$ cat src/rtl/row_router_addr_gen.sv
`default_nettype none
// row_router_addr_gen: walks one lane's k x k convolution window and emits one linear
// input-SRAM address per element over valid/ready. Zero-padding support: `define ROUTER_PAD_EN.
module row_router_addr_gen #(
    parameter int ADDR_WIDTH      = 8,
    parameter int SRAM_ADDR_WIDTH = 16
) (
    input  logic                       i_clk,
    input  logic                       i_nrst,
    input  logic                       i_reg_clear,
    input  logic                       i_en,
    input  logic [ADDR_WIDTH-1:0]      i_o_x,
    input  logic [ADDR_WIDTH-1:0]      i_o_y,
    input  logic [ADDR_WIDTH-1:0]      i_i_size,
    input  logic [ADDR_WIDTH-1:0]      i_k_size,
    input  logic [ADDR_WIDTH-1:0]      i_stride,
`ifdef ROUTER_PAD_EN
    input  logic [ADDR_WIDTH-1:0]      i_pad,
    output logic                       o_pad_zero,
`endif
    input  logic                       i_ready,
    output logic [SRAM_ADDR_WIDTH-1:0] o_addr,
    output logic                       o_valid,
    output logic                       o_done
);
    localparam int RW = 2 * ADDR_WIDTH;
    localparam int SW = 2 * ADDR_WIDTH + 2;

    localparam logic [1:0] S_IDLE = 2'd0;
    localparam logic [1:0] S_LOAD = 2'd1;
    localparam logic [1:0] S_GEN  = 2'd2;
    localparam logic [1:0] S_DONE = 2'd3;

    logic [1:0]                 state_q, state_d;
    logic [ADDR_WIDTH-1:0]      ox_q, ox_d, oy_q, oy_d;
    logic [ADDR_WIDTH-1:0]      size_q, size_d, k_q, k_d, stride_q, stride_d;
    logic [ADDR_WIDTH-1:0]      kx_q, kx_d, ky_q, ky_d;
    // Base coordinates are two's complement so a padded window can start above/left of the map.
    logic [SW-1:0]              base_row_q, base_row_d, base_col_q, base_col_d;
    logic [RW-1:0]              row_addr_q, row_addr_d;
    logic [SRAM_ADDR_WIDTH-1:0] addr_q, addr_d;
    logic                       valid_q, valid_d, done_q, done_d;
    logic [SW-1:0]              w_pad_ext;
    logic [RW-1:0]              w_lin;
`ifdef ROUTER_PAD_EN
    logic [ADDR_WIDTH-1:0]      pad_q, pad_d;
    logic                       pad_zero_q, pad_zero_d;
    logic [SW-1:0]              w_row, w_col;
    logic                       w_in_map;

    assign w_pad_ext  = SW'(pad_q);
    assign o_pad_zero = pad_zero_q;
`else
    assign w_pad_ext  = '0;
`endif

    always_comb begin
        state_d    = state_q;
        ox_d       = ox_q;
        oy_d       = oy_q;
        size_d     = size_q;
        k_d        = k_q;
        stride_d   = stride_q;
        kx_d       = kx_q;
        ky_d       = ky_q;
        base_row_d = base_row_q;
        base_col_d = base_col_q;
        row_addr_d = row_addr_q;
        addr_d     = addr_q;
        valid_d    = valid_q;
        done_d     = done_q;
`ifdef ROUTER_PAD_EN
        pad_d      = pad_q;
        pad_zero_d = pad_zero_q;
`endif

        case (state_q)
            S_IDLE: begin
                if (i_en) begin
                    state_d  = S_LOAD;
                    ox_d     = i_o_x;
                    oy_d     = i_o_y;
                    size_d   = i_i_size;
                    k_d      = i_k_size;
                    stride_d = i_stride;
`ifdef ROUTER_PAD_EN
                    pad_d    = i_pad;
`endif
                end
            end
            S_LOAD: begin
                base_row_d = SW'(ox_q) * SW'(stride_q) - w_pad_ext;
                base_col_d = SW'(oy_q) * SW'(stride_q) - w_pad_ext;
                row_addr_d = base_row_d[RW-1:0] * RW'(size_q);
                kx_d       = '0;
                ky_d       = '0;
                if (k_q == '0) begin
                    state_d = S_DONE;
                    done_d  = 1'b1;
                end else begin
                    state_d = S_GEN;
                    valid_d = 1'b1;
                end
            end
            S_GEN: begin
                if (i_ready) begin
                    if (ky_q == k_q - 1'b1) begin
                        ky_d = '0;
                        if (kx_q == k_q - 1'b1) begin
                            state_d = S_DONE;
                            valid_d = 1'b0;
                            done_d  = 1'b1;
                        end else begin
                            kx_d       = kx_q + 1'b1;
                            row_addr_d = row_addr_q + RW'(size_q);
                        end
                    end else begin
                        ky_d = ky_q + 1'b1;
                    end
                end
            end
            default: begin
                if (!i_en) begin
                    state_d = S_IDLE;
                    done_d  = 1'b0;
                end
            end
        endcase

        if (i_reg_clear) begin
            state_d = S_IDLE;
            valid_d = 1'b0;
            done_d  = 1'b0;
        end

        // Address of the element to be presented next; held across stalls since the _d terms hold.
        w_lin = row_addr_d + base_col_d[RW-1:0] + RW'(ky_d);
`ifdef ROUTER_PAD_EN
        w_row    = base_row_d + SW'(kx_d);
        w_col    = base_col_d + SW'(ky_d);
        w_in_map = !w_row[SW-1] && (w_row < SW'(size_q)) &&
                   !w_col[SW-1] && (w_col < SW'(size_q));
        if (state_d == S_GEN) begin
            pad_zero_d = !w_in_map;
            addr_d     = w_in_map ? w_lin[SRAM_ADDR_WIDTH-1:0] : '0;
        end
`else
        if (state_d == S_GEN) begin
            addr_d = w_lin[SRAM_ADDR_WIDTH-1:0];
        end
`endif
    end

    always_ff @(posedge i_clk or negedge i_nrst) begin
        if (!i_nrst) begin
            state_q    <= S_IDLE;
            ox_q       <= '0;
            oy_q       <= '0;
            size_q     <= '0;
            k_q        <= '0;
            stride_q   <= '0;
            kx_q       <= '0;
            ky_q       <= '0;
            base_row_q <= '0;
            base_col_q <= '0;
            row_addr_q <= '0;
            addr_q     <= '0;
            valid_q    <= 1'b0;
            done_q     <= 1'b0;
`ifdef ROUTER_PAD_EN
            pad_q      <= '0;
            pad_zero_q <= 1'b0;
`endif
        end else begin
            state_q    <= state_d;
            ox_q       <= ox_d;
            oy_q       <= oy_d;
            size_q     <= size_d;
            k_q        <= k_d;
            stride_q   <= stride_d;
            kx_q       <= kx_d;
            ky_q       <= ky_d;
            base_row_q <= base_row_d;
            base_col_q <= base_col_d;
            row_addr_q <= row_addr_d;
            addr_q     <= addr_d;
            valid_q    <= valid_d;
            done_q     <= done_d;
`ifdef ROUTER_PAD_EN
            pad_q      <= pad_d;
            pad_zero_q <= pad_zero_d;
`endif
        end
    end

    assign o_addr  = addr_q;
    assign o_valid = valid_q;
    assign o_done  = done_q;

endmodule
`default_nettype wire

$ cat config.mk
export PLATFORM = sky130hd
export DESIGN_NAME = row_router_addr_gen
export DESIGN_NICKNAME = d
export VERILOG_FILES = /design/src/rtl/row_router_addr_gen.sv
export SDC_FILE = /design/constraint.sdc
export NUM_CORES = 1
export LEC_CHECK = 0
export BUFFER_PORTS_ARGS = -buffer_cell sky130_fd_sc_hd__clkbuf_2
export CAP_MARGIN = 0
export CORE_MARGIN = 4
export CORE_UTILIZATION = 45
export DETAILED_ROUTE_END_ITERATION = 6
export PLACE_DENSITY = 0.62
export SLEW_MARGIN = 20
export SYNTH_ARGS = -nofsm -noshare
export SYNTH_HDL_FRONTEND = slang
export SYNTH_SLANG_ARGS = --single-unit
$ cat constraint.sdc
create_clock -name i_clk -period 8.5 [get_ports i_clk]
set_input_delay 0.425 -clock i_clk [delete_from_list [all_inputs] [get_ports i_clk]]
set_output_delay 0.425 -clock i_clk [all_outputs]
set_load 0.05 [all_outputs]
Yosys cells after proc, flatten, opt, wreduce, memory -nomap -nowiden
Cells that the tools add are included.

storage, ports and cells
  input port bits = 45
  flip-flop bits (word level) = 108

operators by class
  muxes and demuxes = 33
  $mul = 3
  add/subtract/negate cells = 6
  reductions and logical operators = 8
  equal/unequal tests = 15

operator list
  kind                 number
  $mux 16              4
  $mux 8               5
  $add 16x8->16        2
  $mul 8x8->16         2
  $pmux 16 s2          1
  $pmux 8 s2           2
  $add 16x16->16       1
  $add 8x1->8 const B  2
  $eq 8x8->1           2
  $mul 16x8->16        1
  $ne 3x3->1 const B   5
  $mux 1               12
  $mux 2               6
  $logic_not 8->1      1
  $ne 2x2->1 const B   4
  $sub 8x1->8 const B  1
  $pmux 2 s3           1
  $reduce_and 6->1     1
  $reduce_and 5->1     1
  $eq 2x2->1 const B   2
  $ne 4x2->1 const B   1
  $reduce_and 4->1     1
  $pmux 1 s3           1
  $reduce_bool 3->1    1
  5 further kinds      5

Logic depth before layout (Yosys ltp)
Gate-level depths: netlist of the first run.

  word-level depth = 8
  mapped depth = 41
  gate-level depth less buffers = 40

Worst setup path after synthesis of the first run
OpenSTA, ideal clock, no wires.

  path type = reg-to-reg
  start = reg stride_q[2]
  end = reg addr_q[15] (netlist: o_addr[15])
  setup slack = -874 ps
  data required time = 8370 ps
  setup time = 130 ps
  arrival = 9245 ps
  buffers on the path = 1
  period minus slack after synthesis = 9374 ps
  cell stages (with the launch flop) = 38
  cell sequence = dfrtp_1 -> clkbuf_1 -> and2_1 -> fa_1 -> inv_1 -> fa_1 -> inv_1 -> fa_1 -> inv_1 -> fa_1 -> inv_1 -> ha_1 -> a21o_2 -> a221oi_1 -> xnor2_1 -> nand2_1 -> fa_1 -> inv_1 -> [... 2 more ...] -> inv_1 -> fa_1 -> inv_1 -> ha_1 -> or3_1 -> nand3_1 -> o31ai_1 -> a22o_1 -> ha_1 -> ha_1 -> a21o_1 -> a41o_1 -> a21oi_1 -> mux2i_1 -> xnor2_1 -> o311ai_0 -> o211ai_2 -> o22ai_2

on the way
  word-level cells in the longest chain between the ends = 5
  elaborated cells between the ends (all ways) = 7

RTL lines
  element                 RTL line  RTL
  from (decl)             36        logic [ADDR_WIDTH-1:0] size_q, size_d, k_q, k_d, stride_q, stride_d;
  from (signal assigned)  180       stride_q <= stride_d;
  $mul 8x8->16            92        base_row_d = SW'(ox_q) * SW'(stride_q) - w_pad_ext;
  $mul 16x8->16           94        row_addr_d = base_row_d[RW-1:0] * RW'(size_q);
  $pmux 16 s2             77        case (state_q)
  via row_addr_d[11]      40        logic [RW-1:0] row_addr_q, row_addr_d;
  $add 16x16->16          137       w_lin = row_addr_d + base_col_d[RW-1:0] + RW'(ky_d);
  $add 16x8->16           137
  to (signal assigned)    186       addr_q <= addr_d;
  to (decl)               41        logic [SRAM_ADDR_WIDTH-1:0] addr_q, addr_d;

The timed path passes the listed nets, and every way through them passes these cells.
A chain may end at the register's enable or synchronous reset.

Worst setup path after layout of the first run
Ends and elaborated chain as after synthesis.

==> results of run 1 <==
sequential cells by signal, summed over array words and instances, names as in the netlist:
| signal | cells |
|---|---|
| base_col_q | 16 |
| state_q | 2 |
| kx_q | 8 |
| o_addr | 16 |
| ky_q | 8 |
| stride_q | 8 |
| k_q | 8 |
| o_done | 1 |
| o_valid | 1 |
| ox_q | 8 |
| size_q | 8 |
| oy_q | 8 |
| row_addr_q | 16 |
kinds of logic (layout without fill, tap and decap cells):
group                      after synthesis  in the layout
and+or+nand+nor                        378            378
adders and majority gates              275            275
AOI/OAI and AO/OA                      189            189
buffers and inverters                  295            449
muxes                                   74             74
DFF                                    108            108
xor gates and xnor gates                92             92
area by class of cell:
cell class	count	area [um2]
Sequential cell	108	2705
Timing Repair Buffer	182	1247
Multi-Input combinational cell	1008	10010
Inverter	251	942.2
Clock buffer	11	242.7
Fill cell	2591	13090
Clock inverter	5	66.31
Tap cell	384	480.5
per-layer routing:
metal	global-route usage, %	up-vias	part of all wire, %
li1	-	4817	-
met1	28.28	5050	48
met2	33.89	147	48
met3	1.666	18	2.6
met4	4.253	0	1.2
met5	0	-	0
timing repair:
action,4_1_cts,5_1_grt
pin swaps,8,52
resized for setup,25,58
endpoints found under the setup margin,5,8
hold endpoints to repair,0,0
buffers inserted,4,11
metrics by stage:
step	utilization [%]	instances	hold slack [ps]	setup TNS (ps)
3_3_place_gp	51.44	1919	437.9	-1321
6_report	54.53	1949	23.05	-950.5
3_5_place_dp	51.44	1919	441.7	-1622
2_1_floorplan	-	1411	129.4	-278.6
4_1_cts	53.17	1938	32.93	-878.6
5_1_grt	54.53	1949	52.20	-2429
cell usage in the layout, fill, tap and decap left out, types with 13 or more instances in the layout:
master	instances
xnor2_1	55
inv_1	248
dfrtp_1	106
and2_1	113
o21ai_0	38
ha_4	20
fa_1	137
nand2_1	141
a21oi_1	37
mux2_2	66
xor2_1	22
ha_1	113
nand3_1	18
buf_4	112
nor2_1	39
clkbuf_2	61
a21o_1	13
worst max path at each step:
| stage | start | to | slack [ps] | depth (start not counted) |
|---|---|---|---|---|
| 6_report | stride_q[2] | o_addr[15] | -590 | 35 |
| 3_5_place_dp | stride_q[2] | o_addr[15] | -710 | 39 |
| 3_3_place_gp | stride_q[2] | o_addr[15] | -570 | 37 |
| 2_1_floorplan | stride_q[2] | o_addr[15] | -280 | 37 |
| 5_1_grt | stride_q[2] | o_addr[15] | -990 | 41 |
| 4_1_cts | stride_q[2] | o_addr[15] | -590 | 37 |
worst max-delay path: cells and delay by family (launching register included):
family	cells	cell delay (ps)
compound gates	10	1820
xor+xnor	2	370
fa+ha+maj	11	4350
buf+inv	5	430
flops	1	420
mux	1	280
simple gates	6	1250
==> impl_results.md, run 1 <==
* Status: complete, but fails checks
* Violated checks: setup timing
* Largest net degree at the start of global routing at between 70 and 80
* RSZ-0062 raised after global routing: true
* Die area at ~32000 um2
* Synthesized flop and latch total at approximately 110
* CP Launch Type: flip-flop
* Cell variety after synth at 67
* Post-Synth Adder-Cell Area at roughly a third
* Synth Area per Inst at roughly 9.3 um2
* Share of layout cells above drive strength 1 at a little under a quarter
* Final WL at around 31 mm
* Dpl cell area at approximately 15000 um2
* Final Max Tran Viols at 0
* Worst Path Required at 8720 ps
* Antenna Nets Post-Route at 0
* Critical-path top delay cell: fa_1
* Core ar. at about 29000 um2
* CP arrival at 9310 ps
* CP Max Fanout at 11
* I/O pin cnt at 63
* Largest family of logic cells by synthesized area: adder cells
* Total CTS buffers at 9
* Starting Density at 45.65%
* Period utilization at 106.9%
* Worst skew pair latency at between 300 and 400 ps
* Global route overflow at 0
* CP max stage delay at about 560 ps
* Post-Synth Simple-Gate Area at between 10% and 20%
* H-tree Lvls at 3
* First-pass GRT wire length at just over 50 mm
* Yosys warns at 0
* Max_slew headroom at a little under a third
* Number of diodes at 0
* Synth Area in Compound Gates at approximately a tenth
* Post-synthesis sequential area ratio at approximately 21%
* R2R depth at 35
* Vias in the first global route at approximately 10000
* DR vias at 10030
* Routed vias/inst at 5.147
* FF-to-FF setup slack at -590 ps
* Die W at 178.9 um
* Std cell rows at 62
* Most used cell, CP: fa_1
* Clock tree buffer depth at 2
* Cts hold-fix bufs at 0
* EDFF count, synth at 0
* Initial antenna violation count at 0
* Final Worst Setup Slack at -590.5 ps
* Final worst path period need at around 9000 ps
* Async set-or-reset flop fraction in the synthesized netlist at between 90% and 100%
* Critical path class: reg2reg
* Initial DRC Count at roughly 500
* Fin. Hold Viols at 0
* DIE HEIGHT at 178.9 um
* Synth top cells by count: inv_1, nand2_1, fa_1
* Fin area at ~16000 um2
* Post-Syn Area at about 13000 um2
* Max-cap viol count at 0
* Worst slack, placed at -714.7 ps
* Worst-path clk slew at about 90 ps
* Post-Syn Nets at 1731
* Drt pass-1 iters at 5
* Fmax at about 110 MHz
* Port bufs at slightly above 60
* Yosys top cell area share at 21.64%
* DP Wirelength at between 20 and 25 mm
* Synth area leaders: fa_1, dfrtp_1, ha_1
* Syn-to-layout area delta at 19.46%
* Drt wl/cell at ~16 um
* Synth Instances at ~1400
* Synth area leader: fa_1
* Root Driver: clkbuf_16
* Top_reg_cell synth: dfrtp_1
* Num Clock Sinks at 108
* Nets@finish at ~1900
* Capture point of the worst reg-to-reg path: o_addr[15]
* Min-delay worst type: in2async
* CP endpoint kind: flip-flop
* Top-count cell post-synth: inv_1
* GPL Wtd Cong at approximately 0.84
* Xor-xnor portion of the synthesized cell area at between 6 and 7%
* Setup Skew at 21.81 ps
* GR Util All Layers at 20.04%
* # setup viols final at 4
* Reg-to-Reg Start: stride_q[2]
* DRC at 0
* CTS tree: done
* Multiplexer area fraction after synthesis at between 6 and 7%
* Slew @ Worst Pin at 1047 ps
Power of run 1 is left out: the tool's default activity adds up to more than one toggle a clock period on the data nets, which glitch-free logic cannot reach.
==> inputs of run 2 (changes only) <==
- PLACE_DENSITY: 0.62 -> 0.59
- SKIP_CTS_REPAIR_TIMING: unset -> 1
- clock period: 8.5 -> 11.5 ns (I/O delays scaled with it)
==> run 2 against run 1 <==
Effect of this change: the run now ends clean; cell area is 10% lower; die area unchanged; non-clock buffer count is 115 lower; critical endpoint unchanged; flip-flop and latch count unchanged; largest cell class unchanged.
==> impl_results.md, run 2 (synthesis results as in run 1) <==
* Std cell rows at 62 (unchanged)
* Period utilization at 88.23% (-19 points)
* First-pass GRT wire length at 50.82 mm (-1.7%)
* Number of diodes at 0 (unchanged)
* Count of non-filler cells in the finished layout at 1834 (-5.9%)
* Max-cap viol count at 0 (unchanged)
* RSZ-0062 raised after global routing: false
* Initial DRC Count at 548 (+8.7%)
* Die area at 31990 um2 (unchanged)
* Total CTS buffers at 9 (unchanged)
* Min-delay worst type: in2async
* Most used cell, CP: fa_1
* FF-to-FF setup slack at 1350 ps (+1940 ps)
* Final worst path period need at 10150 ps (+1057 ps)
* Most common cell after layout, fill and taps aside: inv_1
* Metal-1 WL at 14.79 mm (+0.87%)
* Antenna Nets Post-Route at 0 (unchanged)
* Nets@finish at 1765 (-6.1%)
* Largest net degree at the start of global routing at 59 (-18%)
* Critical-path top delay cell: dfrtp_1
* Max_slew headroom at 27.88% (-2.3 points)
* CP endpoint kind: flip-flop
* I/O pin cnt at 63 (unchanged)
* Worst Path Required at 11720 ps (+3000 ps)
* CP Capture Point: o_addr[15]
* Syn-to-layout area delta at 7.267%
* H-tree Lvls at 3 (unchanged)
* Status: finished, final reports clean
* Drt pass-1 iters at 4 (-1)
* Root Driver: clkbuf_16
* Port bufs at 62 (unchanged)
* Routed wl met2 at 13.23 mm (-10%)
* Worst slack, placed at 1455 ps (+2170 ps)
* Drt wl/cell at 16.20 um (+3.5%)
* Worst-path clk slew at 90 ps (about the same)
* CP Launch Type: flip-flop
* CP max stage delay at 570 ps (about the same)
* Routed vias/inst at 5.142 (-0.11%)
* Vias in the first global route at 9854 (-5.8%)
* Reg-to-Reg Start: stride_q[2]
* DIE HEIGHT at 178.9 um (unchanged)
* Starting Density at 45.65% (unchanged)
* Length of routed met3 wiring at 1.174 mm (+49%)
* Fmax at 98.55 MHz (-10%)
* Final WL at 29.72 mm (-2.6%)
* Num Clock Sinks at 108 (unchanged)
* # setup viols final at 0 (-4)
* GR Util All Layers at 19.89% (-0.15 points)
* GPL Wtd Cong at 0.8552 (+1.9%)
* Critical path class: reg2reg
* CP arrival at 10370 ps (+1060 ps)
* DP Wirelength at 23.12 mm (-2.5%)
* DR vias at 9430 (-6.0%)
* # placed instances at 1818 (-5.3%)
* Most frequent cells in the layout: inv_1, nand2_1, fa_1
* Slew @ Worst Pin at 1082 ps (+34.80 ps)
* Initial antenna violation count at 0 (unchanged)
* Crit path from: stride_q[2]
* Top routing layer in use: met4
* Clock tree buffer depth at 2 (unchanged)
* Worst skew pair latency at 370 ps (about the same)
* Global route overflow at 0 (unchanged)
* Share of layout cells above drive strength 1 at 11.38% (-12 points)
* R2R depth at 37 (+5.7%)
* CTS tree: done
* Final Worst Setup Slack at 1353 ps (+1943 ps)
* Setup Skew at 19.12 ps (-2.694 ps)
* DRC at 0 (unchanged)
* Setup TNS Final at 0 ps (+950.5 ps)
* Core ar. at 28780 um2 (unchanged)
* CP Max Fanout at 17 (+6)
* Final Max Tran Viols at 0 (unchanged)
* Fin. Hold Viols at 0 (unchanged)
* Die W at 178.9 um (unchanged)
* Capture point of the worst reg-to-reg path: o_addr[15]
[run 2: cell count changes in the layout (fill, tap and decap cells not counted), moves of 7 or more]
cell	previous run	this run
buf_6	9	0
xnor2_2	8	0
o21ai_0	38	45
buf_4	112	6
ha_4	20	0
xnor2_1	55	66
a21oi_2	11	0
a21oi_1	37	52
ha_1	113	133
[run 2: worst min path at each step]
stage	end	slack, ps	depth (start not counted)
6_report	ox_q[1]	260	1
5_1_grt	ox_q[1]	320	1
4_1_cts	ox_q[1]	280	1
3_5_place_dp	base_col_q[6]	480	1
3_3_place_gp	base_col_q[6]	480	1
2_1_floorplan	base_col_q[0]	280	0
[run 2: final cells by class]
class	count	area (um2)
tap	384	480.5
inverter	251	942.2
sequential	108	2703
timing repair buffer	67	350.3
fill	2706	14690
clock buffer	10	229.0
multi-input combinational	1008	9328
clock inverter	6	60.06
[run 2: through the flow]
stage	util (%)	hold WS (ps)	area, um2
after floorplan	-	279.4	13140
after global placement	47.96	481.6	13800
after detailed placement	47.96	484.4	13800
after CTS	48.97	276.2	14090
after global routing	48.97	317.2	14090
final	48.97	255.7	14090
[run 2: worst max-delay path: cells and delay by family (launching register included)]
kind / cells / cell delay [ps]
flops: 1 / 570
compound gates: 11 / 2030
mux: 1 / 250
buf+inv: 7 / 330
simple gates: 4 / 850
fa+ha+maj: 12 / 5270
xor+xnor: 2 / 690
[run 2: metal layers]
metal / vias to the layer above / global-route usage (%)
met1: 4630 / 29.56
met5: - / 0
met4: 0 / 4.381
met3: 32 / 2.973
met2: 177 / 30.87
li1: 4591 / -
Power of run 2 is left out for the same reason.
